--- src/rtl/cpu_pkg.sv ---
// cpu_pkg: shared defaults and encodings for the fetch stage.
//   WIDTH, PC_STEP, RESET_PC : datapath/address defaults
//   S_IDLE..S_DRAIN          : fetch FSM state encodings
package cpu_pkg;

  localparam int              WIDTH    = 16;
  localparam int              PC_STEP  = 2;
  localparam logic [WIDTH-1:0] RESET_PC = 16'h0000;

  localparam logic [1:0] S_IDLE  = 2'd0;
  localparam logic [1:0] S_REQ   = 2'd1;
  localparam logic [1:0] S_HOLD  = 2'd2;
  localparam logic [1:0] S_DRAIN = 2'd3;

endpackage

--- src/rtl/pc_register.sv ---
// pc_register: program counter flop.
//   CLK, Reset  : clock, async active-high reset (loads RESET_PC)
//   load        : take load_val (has priority over inc)
//   load_val    : redirect target
//   inc         : advance by PC_STEP, wrapping modulo 2^WIDTH
//   pc          : current PC
module pc_register #(
  parameter int               WIDTH    = 16,
  parameter logic [WIDTH-1:0] RESET_PC = '0,
  parameter int               PC_STEP  = 2
) (
  input  logic             CLK,
  input  logic             Reset,
  input  logic             load,
  input  logic [WIDTH-1:0] load_val,
  input  logic             inc,
  output logic [WIDTH-1:0] pc
);

  localparam logic [WIDTH-1:0] STEP = WIDTH'(PC_STEP);

  logic [WIDTH-1:0] pc_q;
  logic [WIDTH-1:0] pc_d;

  always_comb begin
    pc_d = pc_q;
    if (load) begin
      pc_d = load_val;
    end else if (inc) begin
      pc_d = pc_q + STEP;
    end
  end

  always_ff @(posedge CLK or posedge Reset) begin
    if (Reset) begin
      pc_q <= RESET_PC;
    end else begin
      pc_q <= pc_d;
    end
  end

  assign pc = pc_q;

endmodule

--- src/rtl/fetch_unit.sv ---
// fetch_unit: instruction-fetch stage. Owns the PC, fetches from imem and
// delivers each word to the IR with a one-cycle ir_w_flag pulse.
//   CLK, Reset                  : clock, async active-high reset
//   stall                       : downstream cannot take an instruction
//   redirect, redirect_pc       : branch/jump target (bit0 forced to 0)
//   imem_req/addr/ack/rdata     : instruction memory handshake
//   ir_w_flag, ir_data, pc_out  : registered delivery to the IR
//   fetch_count                 : delivered-instruction count; only built
//                                 when FETCH_COUNT_EN is defined, else 0
//
// state   | meaning
// S_IDLE  | one cycle after reset, no request
// S_REQ   | request to imem at pc
// S_HOLD  | word fetched but stalled; waiting to deliver it
// S_DRAIN | redirected while imem still owns the old request
module fetch_unit
  import cpu_pkg::*;
#(
  parameter int               WIDTH    = cpu_pkg::WIDTH,
  parameter logic [WIDTH-1:0] RESET_PC = cpu_pkg::RESET_PC,
  parameter int               PC_STEP  = cpu_pkg::PC_STEP
) (
  input  logic             CLK,
  input  logic             Reset,
  input  logic             stall,
  input  logic             redirect,
  input  logic [WIDTH-1:0] redirect_pc,
  output logic             imem_req,
  output logic [WIDTH-1:0] imem_addr,
  input  logic             imem_ack,
  input  logic [WIDTH-1:0] imem_rdata,
  output logic             ir_w_flag,
  output logic [WIDTH-1:0] ir_data,
  output logic [WIDTH-1:0] pc_out,
  output logic [WIDTH-1:0] fetch_count
);

  localparam logic [WIDTH-1:0] ALIGN_MASK = {{(WIDTH-1){1'b1}}, 1'b0};

  logic [1:0]       state_q, state_d;
  logic [WIDTH-1:0] hold_q, hold_d;
  logic [WIDTH-1:0] drain_addr_q, drain_addr_d;
  logic             ir_w_flag_q, ir_w_flag_d;
  logic [WIDTH-1:0] ir_data_q, ir_data_d;
  logic [WIDTH-1:0] pc_out_q, pc_out_d;

  logic             pc_load;
  logic             pc_inc;
  logic [WIDTH-1:0] pc;

  pc_register #(
    .WIDTH    (WIDTH),
    .RESET_PC (RESET_PC),
    .PC_STEP  (PC_STEP)
  ) u_pc (
    .CLK      (CLK),
    .Reset    (Reset),
    .load     (pc_load),
    .load_val (redirect_pc & ALIGN_MASK),
    .inc      (pc_inc),
    .pc       (pc)
  );

  always_comb begin
    state_d      = state_q;
    hold_d       = hold_q;
    drain_addr_d = drain_addr_q;
    ir_w_flag_d  = 1'b0;
    ir_data_d    = ir_data_q;
    pc_out_d     = pc_out_q;
    pc_load      = 1'b0;
    pc_inc       = 1'b0;

    case (state_q)
      S_IDLE: begin
        state_d = S_REQ;
        pc_load = redirect;
      end
      S_REQ: begin
        if (redirect) begin
          pc_load = 1'b1;
          // Without an ack the old request is still pending; remember its
          // address so imem_addr stays stable until imem completes it.
          if (!imem_ack) begin
            state_d      = S_DRAIN;
            drain_addr_d = pc;
          end
        end else if (imem_ack) begin
          if (!stall) begin
            ir_w_flag_d = 1'b1;
            ir_data_d   = imem_rdata;
            pc_out_d    = pc;
            pc_inc      = 1'b1;
          end else begin
            hold_d  = imem_rdata;
            state_d = S_HOLD;
          end
        end
      end
      S_HOLD: begin
        if (redirect) begin
          pc_load = 1'b1;
          state_d = S_REQ;
        end else if (!stall) begin
          ir_w_flag_d = 1'b1;
          ir_data_d   = hold_q;
          pc_out_d    = pc;
          pc_inc      = 1'b1;
          state_d     = S_REQ;
        end
      end
      S_DRAIN: begin
        pc_load = redirect;
        // The ack retires the old request even if a new redirect arrives
        // in the same cycle; staying here would wait for an ack never sent.
        if (imem_ack) begin
          state_d = S_REQ;
        end
      end
      default: state_d = S_IDLE;
    endcase
  end

  always_ff @(posedge CLK or posedge Reset) begin
    if (Reset) begin
      state_q      <= S_IDLE;
      hold_q       <= '0;
      drain_addr_q <= '0;
      ir_w_flag_q  <= 1'b0;
      ir_data_q    <= '0;
      pc_out_q     <= '0;
    end else begin
      state_q      <= state_d;
      hold_q       <= hold_d;
      drain_addr_q <= drain_addr_d;
      ir_w_flag_q  <= ir_w_flag_d;
      ir_data_q    <= ir_data_d;
      pc_out_q     <= pc_out_d;
    end
  end

  assign imem_req  = (state_q == S_REQ) || (state_q == S_DRAIN);
  assign imem_addr = (state_q == S_DRAIN) ? drain_addr_q : pc;
  assign ir_w_flag = ir_w_flag_q;
  assign ir_data   = ir_data_q;
  assign pc_out    = pc_out_q;

`ifdef FETCH_COUNT_EN
  logic [WIDTH-1:0] count_q, count_d;

  always_comb begin
    count_d = count_q;
    if (ir_w_flag_d) begin
      count_d = count_q + 1'b1;
    end
  end

  always_ff @(posedge CLK or posedge Reset) begin
    if (Reset) begin
      count_q <= '0;
    end else begin
      count_q <= count_d;
    end
  end

  assign fetch_count = count_q;
`else
  assign fetch_count = '0;
`endif

endmodule
--- config.mk ---
export PLATFORM = sky130hd
export DESIGN_NAME = fetch_unit
export DESIGN_NICKNAME = d
export VERILOG_FILES = /design/src/rtl/cpu_pkg.sv /design/src/rtl/pc_register.sv /design/src/rtl/fetch_unit.sv
export SDC_FILE = /design/constraint.sdc
export NUM_CORES = 1
export LEC_CHECK = 0
export CAP_MARGIN = 20
export CORE_UTILIZATION = 45
export CTS_BUF_LIST = sky130_fd_sc_hd__clkbuf_4 sky130_fd_sc_hd__clkbuf_8 sky130_fd_sc_hd__clkbuf_16
export DETAILED_ROUTE_END_ITERATION = 8
export PLACE_DENSITY = 0.77
export SYNTH_ARGS = -nofsm -noshare
export SYNTH_HDL_FRONTEND = slang
export SYNTH_HIERARCHICAL = 1
export SYNTH_SLANG_ARGS = --single-unit
--- constraint.sdc ---
create_clock -name CLK -period 2.3 [get_ports CLK]
set_input_delay 0.46 -clock CLK [delete_from_list [all_inputs] [get_ports CLK]]
set_output_delay 0.46 -clock CLK [all_outputs]
set_load 0.03 [all_outputs]
==> results.cfg <==
[synthesis]
ys_seq_elements = 83
syn_area_um2 = 4159
yosysSeqAreaShare = 0.4994
synth-edff-count = 0
ys_warn_count = 6
yosys.cell_types.count = 43
netlist_instances = 342
async_flop_share = 1.000
avgSynthCellArea_um2 = 12.16
synth-main-ff-cell = dfrtp_1

[sta]
rsz0062_at_grt = no
period_minus_slack_ns = 2.182
max_freq_mhz = 458.2
setup_ws_ns = 0.1176
finalHoldViolCount = 0
worst_pin_slew_ns = 0.6428
slew_viol_final = 0
setup_viol = 0
maxSlewHeadroom = 0.5710
clock_skew_ns = 0.006932
min_period_over_period = 0.9489
whs_ns = 0.4791

[drt]
wl_per_cell_um = 15.44
drt_first_pass_iters = 9
drt.antenna.violating_nets = 0
finalWirelength_um = 8553
dr_total_vias = 2869
route.detailed.drc = 10
dr.first_iter.drc_count = 105
vias_per_cell = 5.179

[cts]
hold_buffers = 0
htree_levels = 3
clockBufferDepth = 2
cts_sinks = 83
cts_root_buf = clkbuf_8
cts_tree = done
cts.reportedPaths.clkPinSlew_ns = 0.09
clock_latency_ns = 0.34
cts_buffers = 9

[power_and_ir_drop]
p_total_mw = 7.356
leakage_nw = 2.371
pwr_density_cell_nw_per_um2 = 1374
irDropWorstVdd_v = 0.0005749

[grt]
globalRouteOverflowTotal = 0
grt_max_degree = 37
grt.total_usage = 0.1878
grt_pass1_vias = 2842
grt_pass1_wl_um = 14050
antenna_found_initial = 0

[floorplanning]
die-width_um = 98.14
io_pins = 103
die_h_um = 98.14
initial_utilization = 0.4700
die_area_um2 = 9630
fp-row-count = 34
core-area_um2 = 8848

[cells_and_area]
finish.utilization = 0.6052
layout_commonest_cell = dfrtp_1
antenna_cells = 0
layout_common_cells = 83 x dfrtp_1, 68 x clkdlybuf4s50_1, 57 x mux2_2
drive_gt1_frac = 0.3004
n_fill_cell = 707
nNetsFinal = 484
syn2layout_area_growth_pct = 28.76
final_cell_area_um2 = 5355

[job]
drv_cap = 0

[setup_path]
critPathKind = reg2reg
worstPathRequired_ns = 2.54
cp_max_fo = 7
crit_arrival_ns = 2.42
critPathMaxStageDelay_ns = 0.39
crit_chain = buf_4 > inv_1 > ha_1 > a21oi_1 > nor4_2 > buf_4 > nand4_1 > nand4b_1 > xnor2_1 > mux2_2
crit_slowest_cell = dfrtp_1
start_kind = register
cp-end-kind = register
crit_top_cell = buf_4
path_buf_inv = 3
path_delay_family = simple AND/OR/NAND/NOR gates

[min_path]
hold_path.class = in2async

[run_status]
status = finished with violations
violations = design-rule violations

[place]
dpl.hpwl_um = 5963
place_ws_ns = -0.06271
routabilityCongestion = 0.8301
place_area_um2 = 5136
io_buffers = 85
==> through the flow <==
stage,setup TNS (ns),cells
floorplan,0,358
global placement,-0.07585,535
detailed placement,-0.06271,535
CTS,0,551
global route,0,554
finish,0,554
==> area by class of cell <==
| type | instances | area (um^2) | area share |
|---|---|---|---|
| clock buffers | 11 | 151.4 | 0.02827 |
| inverters | 5 | 18.77 | 0.003505 |
| multi-input cells | 236 | 1882 | 0.3514 |
| repair buffers | 106 | 983.4 | 0.1836 |
| flip-flops and latches | 83 | 2077 | 0.3878 |
| well taps | 108 | 135.1 | 0.02523 |
| clock inverters | 5 | 107.6 | 0.02009 |
==> cells in the mapped netlist (4+ instances only) <==
cell type | count | area [um^2]
dfrtp_1 | 83 | 2077
mux2_2 | 57 | 641.9
nand2_1 | 40 | 150.1
o21ai_0 | 30 | 150.1
buf_4 | 20 | 150.1
mux2i_1 | 17 | 170.2
mux2_4 | 10 | 150.1
xor2_1 | 10 | 87.58
nand4_1 | 9 | 56.30
buf_2 | 6 | 30.03
ha_1 | 6 | 75.07
inv_1 | 5 | 18.77
xnor2_1 | 4 | 35.03
==> metal layers <==
| layer | vias up | global-route usage | share of wire |
|---|---|---|---|
| li1 | 1365 | - | - |
| met5 | - | 0 | 0 |
| met1 | 1400 | 0.2499 | 0.45 |
| met4 | 0 | 0.07348 | 0.014 |
| met2 | 95 | 0.3044 | 0.48 |
| met3 | 9 | 0.03579 | 0.057 |
==> sequential cells by signal, indices dropped and copies added (netlist names) <==
signal	flops
ir_w_flag	1
state_q	2
u_pc/pc	16
ir_data	16
hold_q	16
pc_out	16
drain_addr_q	16
==> kinds of logic after synthesis <==
| logic type | Yosys count | share of synthesized area |
|---|---|---|
| AOI/OAI and AO/OA | 41 | 0.05626 |
| xor gates and xnor gates | 14 | 0.02948 |
| adders and majority gates | 6 | 0.01805 |
| buffers and inverters | 39 | 0.06468 |
| DFF | 83 | 0.4994 |
| muxes | 84 | 0.2313 |
| other | 1 | 0.0009017 |
| and+or+nand+nor | 74 | 0.09988 |
==> report_power, final <==
part	internal [mW]	switching (mW)	total [mW]
sequential	2.06	0.333	2.40
combinational	1.71	1.95	3.66
clock	0.787	0.518	1.30
total	4.56	2.80	7.36
==> path summary, 6_finish.rpt <==
check	end	from	slack [ns]	cells after the start
setup reg to reg	u_pc/pc[15]	state_q[0]	0.12	10
min in group CLK	ir_data[7]	ir_data[7]	0.48	2
hold / removal	drain_addr_q[0]	Reset	0.48	2
hold reg to reg	ir_data[7]	ir_data[7]	0.48	2
max in group asynchronous	hold_q[12]	Reset	1.29	3
setup / recovery	u_pc/pc[15]	state_q[0]	0.12	10
==> repair_timing <==
item                                    4_1_cts  5_1_grt
pin swaps                                     0        2
gates resized for setup                      39       27
buffers inserted                              0        3
endpoints found under the setup margin       13       15
Note: power is estimated with default switching activity, not from simulation.
